--- src/rtl/ex_div_seq.sv ---
// Multi-cycle RV32M divide/remainder sequencer: radix-2 restoring, one quotient bit per cycle.
// Holds the front of the pipe while iterating and emits a one-cycle registered result.
module ex_div_seq #(
    parameter int WIDTH = 32
) (
    input  logic             i_clk,
    input  logic             i_rst,
    input  logic             i_vld,
    input  logic             i_start,
    input  logic [1:0]       i_op,
    input  logic [WIDTH-1:0] i_rs1_rdata,
    input  logic [WIDTH-1:0] i_rs2_rdata,
    input  logic [4:0]       i_rd_waddr,
    input  logic             i_flush,
    output logic             o_stall,
    output logic             o_busy,
    output logic             o_vld,
    output logic [WIDTH-1:0] o_res,
    output logic [4:0]       o_rd_waddr,
    output logic             o_rd_wen
);
    localparam int CW = $clog2(WIDTH);
    localparam logic [WIDTH-1:0] ONE     = {{(WIDTH-1){1'b0}}, 1'b1};
    localparam logic [WIDTH-1:0] MIN_INT = {1'b1, {(WIDTH-1){1'b0}}};
    localparam logic [CW-1:0]    CNT_ONE = {{(CW-1){1'b0}}, 1'b1};

    typedef enum logic [1:0] {IDLE, BUSY, DONE} state_t;
    state_t state, state_d;

    logic [WIDTH:0]   rem;
    logic [WIDTH-1:0] quo, dvsr;
    logic [CW-1:0]    cnt;
    logic             is_rem, neg_q, neg_r;
    logic [4:0]       wa_q;

    logic             accept, special, a_neg, b_neg, ok;
    logic [WIDTH-1:0] abs_a, abs_b, spec_res, quo_n, res_fin, r_raw;
    logic [WIDTH+1:0] shifted, trial;
    logic [WIDTH:0]   rem_n;

    // Operand preparation and special-case detection for the accept cycle
    always_comb begin
        accept   = (state == IDLE) && i_vld && i_start && !i_flush;
        a_neg    = !i_op[0] && i_rs1_rdata[WIDTH-1];
        b_neg    = !i_op[0] && i_rs2_rdata[WIDTH-1];
        abs_a    = a_neg ? (~i_rs1_rdata + ONE) : i_rs1_rdata;
        abs_b    = b_neg ? (~i_rs2_rdata + ONE) : i_rs2_rdata;
        special  = (i_rs2_rdata == '0) ||
                   (!i_op[0] && (i_rs1_rdata == MIN_INT) && (i_rs2_rdata == '1));
        if (i_rs2_rdata == '0) spec_res = i_op[1] ? i_rs1_rdata : '1;
        else                   spec_res = i_op[1] ? '0 : MIN_INT;
    end

    // One restoring step; the extra top bit of the trial difference is the borrow
    always_comb begin
        shifted = {rem, quo[WIDTH-1]};
        trial   = shifted - {2'b00, dvsr};
        ok      = !trial[WIDTH+1];
        rem_n   = ok ? trial[WIDTH:0] : shifted[WIDTH:0];
        quo_n   = {quo[WIDTH-2:0], ok};
        r_raw   = rem_n[WIDTH-1:0];
        if (is_rem) res_fin = neg_r ? (~r_raw + ONE) : r_raw;
        else        res_fin = neg_q ? (~quo_n + ONE) : quo_n;
    end

    always_comb begin
        state_d = state;
        case (state)
            IDLE:    if (accept) state_d = special ? DONE : BUSY;
            BUSY:    if (i_flush) state_d = IDLE;
                     else if (cnt == '0) state_d = DONE;
            DONE:    state_d = IDLE;
            default: state_d = IDLE;
        endcase
        o_stall  = accept || (state == BUSY);
        o_busy   = (state != IDLE);
        o_rd_wen = o_vld && (o_rd_waddr != 5'd0);
    end

    always_ff @(posedge i_clk) begin
        if (i_rst) state <= IDLE;
        else       state <= state_d;
    end

    always_ff @(posedge i_clk) begin
        if (i_rst) begin
            o_vld      <= 1'b0;
            o_res      <= '0;
            o_rd_waddr <= '0;
            rem        <= '0;
            quo        <= '0;
            dvsr       <= '0;
            cnt        <= '0;
            is_rem     <= 1'b0;
            neg_q      <= 1'b0;
            neg_r      <= 1'b0;
            wa_q       <= '0;
        end else begin
            o_vld <= (state_d == DONE);
            case (state)
                IDLE: if (accept) begin
                    if (special) begin
                        o_res      <= spec_res;
                        o_rd_waddr <= i_rd_waddr;
                    end else begin
                        rem    <= '0;
                        quo    <= abs_a;
                        dvsr   <= abs_b;
                        cnt    <= CW'(WIDTH-1);
                        is_rem <= i_op[1];
                        neg_q  <= a_neg ^ b_neg;
                        neg_r  <= a_neg;
                        wa_q   <= i_rd_waddr;
                    end
                end
                BUSY: begin
                    rem <= rem_n;
                    quo <= quo_n;
                    cnt <= cnt - CNT_ONE;
                    // a flushed op must not disturb the held result
                    if (cnt == '0 && !i_flush) begin
                        o_res      <= res_fin;
                        o_rd_waddr <= wa_q;
                    end
                end
                default: ;
            endcase
        end
    end
endmodule

--- config.mk ---
export PLATFORM = sky130hd
export DESIGN_NAME = ex_div_seq
export DESIGN_NICKNAME = d
export VERILOG_FILES = /design/src/rtl/ex_div_seq.sv
export SDC_FILE = /design/constraint.sdc
export NUM_CORES = 1
export LEC_CHECK = 0
export ABC_AREA = 1
export CORE_ASPECT_RATIO = 0.8
export CORE_MARGIN = 4
export CORE_UTILIZATION = 45
export CTS_BUF_LIST = sky130_fd_sc_hd__clkbuf_16
export DETAILED_ROUTE_END_ITERATION = 12
export HOLD_SLACK_MARGIN = 0.03
export PLACE_DENSITY = 0.64
export SYNTH_ARGS = -nofsm -noshare
export SYNTH_HDL_FRONTEND = slang
export SYNTH_SLANG_ARGS = --single-unit
--- constraint.sdc ---
create_clock -name i_clk -period 9.63 [get_ports i_clk]
set_input_delay 2.4075 -clock i_clk [delete_from_list [all_inputs] [get_ports i_clk]]
set_output_delay 2.4075 -clock i_clk [all_outputs]
set_load 0.05 [all_outputs]
==> results.md <==
- First-pass GRT wire length: 74710 um
- Setup crit start kind: input pin
- Area of the multi-input gates: approximately 8900 sq um
- CP arrival: about 7.1 ns
- Final worst slack: 2.835 ns
- Fraction of registers with async set/reset: 0%
- Die area: 32830 sq um
- Placed instance area: roughly 15000 sq um
- Max Clk Rate: 0.1472 GHz
- CP required: 9.93 ns
- DRC: 0
- Nets@finish: between 2000 and 2500
- Cell with the largest stage delay on the worst path: buf_4
- Via count: 15251
- Critical path's most frequent cell: nand2_1
- Worst Reg-to-Reg Cells: 28
- Hold WC Path Type: flip-flop to flip-flop
- Worst-margin pin slew: 1.170 ns
- DRT Pass-1 Iters: 6
- Worst path cell trace: clkdlybuf4s50_1, inv_1, ha_1, inv_1, nor3_1, nand2_1, nor3_2, nand4_1, nor4_1, nand4_1, nand2_1, nor2_4, inv_2, nand2_1, inv_2, buf_4, nor2_1, xnor2_1, a21oi_1
- Die Wd: roughly 200 um
- Primary FF master, synth: dfxtp_1
- Hold Crit Depth: 2
- Dpl hpwl: 35910 um
- CTS Buf Count: 17
- Rows: 56
- Initial antenna violation count: 0
- Max Cap Viol: 0
- Number of synthesized flops with an enable pin: 0
- Ranking of synthesized cells by area: dfxtp_1, nand2_1, inv_1
- Die Ht: ~160 um
- Largest net degree at the start of global routing: 90
- R2r startpoint: rem[7]
- CTS tree: done
- Critical path endpoint category: flip-flop
- DR vias/cell: 5.574
- Clock-pin slew on the worst setup and hold paths: ~0.070 ns
- Hold-fix buffers, CTS: 0
- Area Growth Syn to Fin: 13.03%
- Dpl ws: 2.567 ns
- Post-synth top area cell: dfxtp_1
- Leakage power: 7.089 nW
- Total Wirelength: 47670 um
- Initial drt markers: 1688
- Cell area after synthesis: roughly 13000 sq um
- Sequential cell area: around 3000 sq um
- WL/cell: between 15 and 20 um
- H-tree levels: 4
- Hold Crit Start: wa_q[4]
- Final ANT Viol Nets: 0
- CTS sink cnt: 150
- CTS resizes: 0
- Post-synthesis sequential area ratio: approximately 22%
- Number of warnings issued by yosys: 0
- Hold Path Sink: wa_q[4]
- Critical path type: input pin to flip-flop
- Slew Viols, Final: 0
- Relative slew slack: 21.73%
- PortBufs: roughly 120
- Netlist cell types: a little under 60
- Layout fillers: 3100
- Total nets after synthesis: around 2400
- Cells after Synth: roughly 2300
- Status: completed
- Clock latency on the worst-skew pair: 0.45 ns
- Power Density: 174.1 nW/um^2
- Core Util, Final: roughly half
- Worst path max stage delay: 0.49 ns
- CTS Root Cell: clkbuf_16
- Final min period: about 6.8 ns
- Gpl congestion: 0.9430
- Tcrit/Tclk final: 70.56%
- Area share of the largest cell type after synthesis: about 22%
- Setup Skew: 0.01467 ns
- Final setup fails: 0
- Max Buffers Root-to-Sink: 2
- Post-route design area: 15250 sq um
- Share of layout cells above drive strength 1: 5.765%
- Reg2Reg Setup Slack: 3.87 ns
- I/O Pins: 117
- Aggregate negative setup slack: 0 ns
- RSZ-0062 raised after global routing: false
- Tot GR Track Use: approximately 28%
- Worst R2R End: o_res[28]
- Grt ovf: 0
- Maximum fanout along the worst path: 41
- ANT cells: 0
- Initial core utilization: a little under half
- Post-CTS setup buffer count: 0
- Core area: 29430 sq um
- Seq cells post-synth: 150
- Vias in the first global route: 13764
- Final Hold Viols: 0
- Maximum vdd drop: 196.2 uV
- Avg Cell Area, Syn: 5.860 sq um
[metrics by stage]
step	hold slack [ns]	power, mW	std cells
2_1_floorplan	0.4297	1.604	2302
3_3_place_gp	0.4427	1.901	2705
3_5_place_dp	0.4536	1.913	2705
4_1_cts	0.4649	2.615	2736
5_1_grt	0.4931	2.831	2736
6_report	0.4672	2.654	2736
[Yosys cell counts (7+ instances only)]
cell	instances
a31oi_1	12
nand4_1	23
buf_2	17
a21oi_1	187
nand2_1	645
nand2_2	30
xnor2_1	28
nand3b_1	16
nor3_1	31
inv_1	283
xor2_1	45
nand3_2	10
a221oi_1	14
nor2_1	220
buf_4	9
clkbuf_1	56
o211ai_1	8
a211oi_1	12
nand2_4	7
nand3_1	182
o21ai_0	170
nor4_1	10
dfxtp_1	150
buf_6	9
nor2_2	14
ha_1	38
[critical path, delay by kind of cell]
kind | cells | cell delay [ns]
buf+inv | 6 | 1.99
compound gates | 1 | 0.07
simple gates | 10 | 2.27
fa+ha+maj | 1 | 0.15
xor+xnor | 1 | 0.15
[where the power goes]
part | internal, mW | switching, mW
combinational | 0.387 | 0.893
clock | 0.388 | 0.318
sequential | 0.646 | 0.0219
total | 1.42 | 1.23
[cell usage in the layout (no fill, tap or decap), types with 4 or more instances in the layout]
cell type	n
buf_4	12
o211ai_1	8
o31ai_1	6
nor2_1	218
a21oi_1	187
a31oi_1	12
ha_1	38
nor2_2	14
inv_1	281
inv_6	5
a21oi_2	6
clkdlybuf4s50_1	115
xnor2_1	28
nand3_1	182
nor3_1	31
nand2_4	7
nand2_2	30
xor2_1	45
nand2_1	645
a211oi_1	12
nor2_4	5
o21bai_1	6
nand3_2	10
nor3_2	4
inv_2	8
nor4_1	10
o21ai_0	170
dfxtp_1	150
nand4_1	23
nand3b_1	16
o21ai_1	5
a221oi_1	14
or2_2	4
clkbuf_16	17
[layout make-up]
type                       instances  share of cell area [%]
sequential                       150                   19.69
tap                              377                   3.093
timing repair buffer             128                   8.173
clock inverter                    14                   1.075
clock buffer                      17                   2.790
multi-input combinational       1761                   58.06
inverter                         289                   7.114
[layer usage]
metal  wire (um)  track usage, %  share of wire (%)
met3        4262           5.316                8.9
met5           0               0                  0
met2       19610           41.20                 41
met4         659           5.466                1.4
met1       23140           43.20                 49
[how the worst max path moves through the flow]
stage	from	to	slack, ns	depth (start not counted)
detailed placement	i_rs1_rdata[0]	cnt[2]	2.57	19
finish	i_rs1_rdata[0]	cnt[2]	2.84	19
global placement	i_rs1_rdata[0]	cnt[2]	2.82	19
floorplan	i_flush	o_stall	4.27	3
global route	i_rs1_rdata[0]	cnt[2]	2.55	19
CTS	i_rs1_rdata[0]	cnt[2]	2.99	19
[kinds of logic (layout without fill, tap and decap cells)]
family	Yosys count	count (layout)	synth area share (%)
DFF	150	150	22.26
AOI/OAI and AO/OA	441	441	18.02
buffers and inverters	391	448	12.22
adders and majority gates	39	39	3.673
and+or+nand+nor	1208	1208	39.08
xor gates and xnor gates	73	73	4.739
[registers in the layout, indices dropped and copies added (netlist names)]
name,cells
neg_q,1
o_rd_waddr,5
o_vld,1
o_res,32
state,2
neg_r,1
quo,32
is_rem,1
wa_q,5
rem,33
cnt,5
dvsr,32
(Power assumes the default switching activity.)
==> edit (same flow settings) <==
Change the parameter `WIDTH` from 32 to 16.
--- a/src/rtl/ex_div_seq.sv
+++ b/src/rtl/ex_div_seq.sv
@@ -1,7 +1,7 @@
 // Multi-cycle RV32M divide/remainder sequencer: radix-2 restoring, one quotient bit per cycle.
 // Holds the front of the pipe while iterating and emits a one-cycle registered result.
 module ex_div_seq #(
-    parameter int WIDTH = 32
+    parameter int WIDTH = 16
 ) (
     input  logic             i_clk,
     input  logic             i_rst,
Interface: changed (resized i_rs1_rdata, i_rs2_rdata and o_res); port bits go from 117 to 69. The function was not compared with the original's and may differ.
==> edit against the unedited design <==
Synthesized area decreased by 52%; sequential share of layout area increased by 2.9 points; routed wire length decreased by 59%; clock power decreased by 50%; clock skew decreased by 0.0041 ns; design area decreased by 51%; combinational power decreased by 65%; die area decreased by 50%; power decreased by 56%; sequential cell count decreased by 65; final cell count decreased by 54%; non-clock buffer count decreased by 57; worst setup slack improved by 0.40 ns; critical path type is now input pin to output port.
==> edit: results (changes against the unedited design) <==
| Metric | Value |
|---|---|
| Synth area leaders | `dfxtp_1 (26%), nand2_1 (15%), inv_1 (7.4%), a21oi_1 (6.8%), nand3_1 (6.1%)` |
| HPWL Detailed | `14900 µm (-58%)` |
| Worst Skew | `0.0106 ns (-0.00409 ns)` |
| Net count, final | `1146 (-53%)` |
| Post-Route WL | `19700 µm (-59%)` |
| Setup crit start | `i_flush` |
| CTS Buf Count | `9 (-8)` |
| Vias in the first global route | `6097 (-56%)` |
| Worst-path fanout max | `3 (-93%)` |
| # fillers | `1433 (-54%)` |
| RR Startpoint | `dvsr[12]` |
| Lkg Pwr | `0.00327 µW (-54%)` |
| GR Util met1 | `38.3% (-4.9 points)` |
| R2R cell count | `19 (-32%)` |
| DP Area | `7230 µm² (-51%)` |
| Largest register FFs | `17 (-48%)` |
| Placer Congestion | `0.937 (-0.68%)` |
| Worst EP arrival | `3.98 ns (-3.12 ns)` |
| Unique masters post-synth | `48 (-17%)` |
| Mapped Avg Cell Area | `6.27 µm² (+7.0%)` |
| Post-synthesis adder-cell area fraction | `4.56% (+0.88 points)` |
| Worst slack, placed | `3.08 ns (+0.515 ns)` |
| Endpoint, Worst Hold | `o_res[7]` |
| Most frequent cells after synthesis | `nand2_1 (265), inv_1 (127), a21oi_1 (88), dfxtp_1 (85), nor2_1 (84)` |
| Met2 wire length | `7790 µm (-60%)` |
| DR vias/cell | `5.35 (-4.1%)` |
| DR iter-0 viols | `578 (-66%)` |
| Initial antenna violation count | `0 (unchanged)` |
| PwrDens | `156 nW/µm² (-11%)` |
| Reg2Reg Setup Slack | `5.89 ns (+2.02 ns)` |
| Critical Path Max Stage Delay | `0.83 ns (+0.34 ns)` |
| Sequential fraction of the synthesis area | `26.3% (+4.0 points)` |
| Crit-path leading delay family | `buffers and inverters` |
| Logic power comb | `445 µW (-65%)` |
| Hold path start | `o_res[7]` |
| IO Port Bufs | `68 (-41%)` |
| Synth Area in Compound Gates | `18.0% (about the same)` |
| Crit-path slowest cell | `clkdlybuf4s50_1` |
| Fin Hold WS | `0.455 ns (-0.0124 ns)` |
| H-tree depth | `3 (-1)` |
| Largest net degree at the start of global routing | `59 (-34%)` |
| CP Capture Point | `o_stall` |
| Switching Share | `39.3% (-7.1 points)` |
| Post-Synth XOR/XNOR Area | `4.05% (-0.69 points)` |
| Total sequential power | `376 µW (-44%)` |
| VDD IR max | `0.0000821 V (-58%)` |
| Met2 usage | `32.4% (-8.8 points)` |
| Tot Pwr | `1170 µW (-56%)` |
| Worst skew pair latency | `0.35 ns (-0.10 ns)` |
| Status | `completed` |
| First-pass GRT wire length | `31800 µm (-57%)` |
| Stages on the worst setup path | `5 (-14)` |
| Part of the cycle the worst path needs | `66.4% (-4.2 points)` |
| Share of layout cells above drive strength 1 | `7.29% (+1.5 points)` |
| Reg2Reg Capture Point | `o_res[10]` |
edit: changes by cell type after synthesis, sizes merged, moves of 16 or more:
| cell | before | now |
|---|---|---|
| nand2 | 682 | 287 |
| inv | 289 | 137 |
| nor2 | 237 | 91 |
| a21oi | 193 | 91 |
| nand3 | 193 | 91 |
| o21ai | 175 | 79 |
| dfxtp | 150 | 85 |
| buf | 43 | 10 |
| clkbuf | 57 | 27 |
| xor2 | 45 | 21 |
| nor3 | 35 | 14 |
| xnor2 | 28 | 9 |
| ha | 38 | 22 |
edit: logic make-up (layout without fill, tap and decap cells):
family / after synthesis / count (layout)
simple gates: 511 / 511
fa+ha+maj: 23 / 23
flops: 85 / 85
compound gates: 210 / 210
xor+xnor: 30 / 30
buf+inv: 175 / 225
edit: layout make-up:
type | count | area share (%)
Clock buffer | 9 | 3.00
Clock inverter | 7 | 0.849
Sequential cell | 85 | 22.6
Tap cell | 180 | 3.00
Inverter | 138 | 6.89
Timing Repair Buffer | 71 | 9.35
Multi-Input combinational cell | 774 | 54.3
